[config.mk]
export PLATFORM = sky130hd
export DESIGN_NAME = gate_chk_settle_cnt
export DESIGN_NICKNAME = d
export VERILOG_FILES = /design/src/rtl/gate_truth_table_checker_settle_cnt.sv
export SDC_FILE = /design/constraint.sdc
export NUM_CORES = 1
export LEC_CHECK = 0
export BUFFER_PORTS_ARGS = -buffer_cell sky130_fd_sc_hd__buf_2
export CAP_MARGIN = 15
export CORE_AREA = 3 3 40 42
export CTS_BUF_LIST = sky130_fd_sc_hd__clkbuf_8
export DETAILED_ROUTE_END_ITERATION = 8
export DIE_AREA = 0 0 43 45
export SKIP_LAST_GASP = 1
export SLEW_MARGIN = 25
export SYNTH_ARGS = -nofsm -noshare
export SYNTH_HDL_FRONTEND = slang
export SYNTH_SLANG_ARGS = --single-unit
[constraint.sdc]
create_clock -name clk -period 0.9 [get_ports clk]
set_input_delay 0.18 -clock clk [delete_from_list [all_inputs] [get_ports clk]]
set_output_delay 0.18 -clock clk [all_outputs]
set_load 0.01 [all_outputs]
[src/rtl/gate_truth_table_checker_settle_cnt.sv]
// Settle-interval counter: clears to zero, counts while enabled, flags the last settle cycle.
module gate_chk_settle_cnt #(
  parameter int unsigned SETTLE_CYCLES = 1
) (
  input  logic clk,
  input  logic rst,
  input  logic clr_i,
  input  logic en_i,
  output logic term_o
);

  logic [3:0] cnt_q, cnt_d;

  always_comb begin
    cnt_d = cnt_q;
    if (clr_i)
      cnt_d = '0;
    else if (en_i)
      cnt_d = cnt_q + 4'd1;
  end

  always_ff @(posedge clk) begin
    if (rst)
      cnt_q <= '0;
    else
      cnt_q <= cnt_d;
  end

  assign term_o = (cnt_q == 4'(SETTLE_CYCLES - 1));

endmodule

==> results.md <==
* Clock transition at the registers of the reported paths at 30 ps
* Syn Area/Cell at 9.771 um2
* ANT nets after route at 0
* Worst Setup EP: term_o
* Detailed router's first-iteration violation count at 0
* Rel. slew slack at 86.50%
* Total power at 0.6075 mW
* Fin. max-slew vios at 0
* Final setup viols at 3
* Pleak at 0.1430 nW
* Commonest non-fill, non-tap cells in the layout: buf_2, buf_4, clkbuf_8
* Rows at 13
* Vias in the first global route at 244
* H-Tree Depth at 1
* TritonCTS Buffers at 3
* Hold buffer count at CTS at 0
* Mapped Cells at 21
* 1st-pass router iterations at 1
* Chip width at 43 um
* Global route overflow at 0
* Fmax at 854.6 MHz
* Period utilization at 130.0%
* Setup crit end kind: output pin
* RSZ-0062 raised after global routing: true
* Clock Tree Root: clkbuf_8
* Final hold viol count at 0
* Starting Density at 15.97%
* Placed cells at 42
* Regs by FF count: cnt_q x4
* Drt total wl at 497 um
* Status: complete, but fails checks
* R2R Path Start: cnt_q[1]
* Layout Cells excl Fill at 47
* Reg2reg path depth at 3
* Mapped Nets at 27
* Critical Path Start Type: register
* Final hold slack at 279.0 ps
* Total Routing Usage GR at 7.155%
* Crit path buf inv count at 2
* Worst Setup Path Type: register to output pin
* Register with the most flip-flops: cnt_q
* Initial antenna violation count at 0
* Sequential area share after synthesis at 39.02%
* Worst min path class: input port to register
* Die height at 45 um
* Largest net degree at the start of global routing at 5
* Sum of negative setup slack at -456.0 ps
* CP required at 720 ps
* Core box area at 1285 um2
* Port Buffers at 4
* Post-layout util at 27.65%
* Yosys cell types at 14
* Synth Warn # at 0
* Setup ws final at -270.2 ps
* Post-Syn Area at 205.2 um2
* Peak VDD IR at 509.0 uV
* GP Congestion at 0.6631
* RR Endpoint: cnt_q[3]
* Filler Cell Count at 141
* I/O pin count at 5
* Max reg flops at 4
* FF-to-FF setup slack at -100 ps
* DR vias at 185
* Vias per cell at 3.936
* Worst path slowest cell: dfxtp_2
* Wire length on met3 at 23 um
* Clk_lat worst skew at 210 ps
* Die Area at 1935 um2
* Met2 wire length at 275 um
* Ant diodes at 0
* Total Nets Final at 40
* Synth-to-Final Area Change at 73.17%
* Top Layer Used: met3
* Pwr dens at 1710 nW/um2
* Flops & latches, synth at 4
* Worst slew pin tran at 202.0 ps
* Share of cells above drive strength 1 at 68.75%
* Final Cell Area at 355.3 um2
* Wirelength per Cell at 10.57 um
* Crit-path cells: inv_2, ha_4, nor3b_2, buf_2
* CTS tree: yes
* Max-cap viol count at 0
* Critical Path Max Stage Delay at 320 ps
* Crit path time final at 1170 ps
* WP data arrival at 990 ps
* CP Max Fanout at 2
* Violated checks: setup timing
* DRC Markers at 0
* Critical path's top delay family: flip-flops
* Critical path launch point: cnt_q[1]
* Cell Area, Placed at 266.5 um2
* M1 wire length at 197 um
* Placement Setup Slack at -107.4 ps
* Clk buf depth at 2
* Worst Skew at 0.4738 ps
* Levels on crit path at 4
* Clk sinks at 4
* First-pass GRT wire length at 952 um
routing by layer:
layer,vias up,global-route usage (%)
li1,95,-
met1,87,6.250
met2,3,11.68
met3,0,3.586
met4,0,7.229
met5,-,0
synthesized netlist by cell type (all sizes together):
cell	n	area [um2]
mux2i	1	10.01
nor3	1	5.000
mux2	1	11.26
nor2	2	7.510
or2	1	6.260
xnor2	1	8.760
ha	2	25.02
nand3b	1	7.510
inv	2	7.510
dfxtp	4	80.08
nor3b	2	15.01
nand4	1	6.260
a21bo	1	10.01
a21oi	1	5.000
cell type report:
class / instances / area [um2] / share of cell area (%)
multi-input combinational: 15 / 155.1 / 43.66
clock buffer: 3 / 41.29 / 11.62
inverter: 2 / 7.507 / 2.113
sequential: 4 / 82.58 / 23.24
timing repair buffer: 8 / 50.05 / 14.08
tap: 15 / 18.77 / 5.282
where the power goes:
group | switching, mW | total, mW | internal (mW)
clock | 0.0862 | 0.371 | 0.285
combinational | 0.0250 | 0.0520 | 0.0270
sequential | 0.00217 | 0.185 | 0.182
total | 0.113 | 0.607 | 0.494
cells by family (layout without fill, tap and decap cells):
family                   Yosys count  count (layout)  share of synthesized area, %
buffers and inverters              2              13                         3.660
multiplexers                       2               2                         10.37
flip-flops                         4               4                         39.03
AND/OR/NAND/NOR                    8               8                         23.17
AO/OA/AOI/OAI                      2               2                         7.315
adder cells (fa/ha/maj)            2               2                         12.19
XOR/XNOR                           1               1                         4.269
worst reg2reg max path, cell delays in order (launching register included):
cell and delay (ps):
dfxtp_2 320, buf_4 130, nand4_1 120, mux2_4 310
worst min-delay path by stage:
stage	from	to	depth (start not counted)	slack (ps)
5_1_grt	rst	cnt_q[2]	3	290
3_5_place_dp	rst	cnt_q[1]	3	490
3_3_place_gp	rst	cnt_q[1]	3	480
2_1_floorplan	en_i	cnt_q[0]	2	320
6_report	rst	cnt_q[2]	3	280
4_1_cts	rst	cnt_q[2]	3	280
timing repair:
action,in CTS,in global routing
hold endpoints to repair,0,0
pin swaps,2,2
cloned,0,0
buffers inserted,2,0
resized for setup,7,1
endpoints found under the setup margin,4,4
Note: power is estimated with default switching activity, not from simulation.
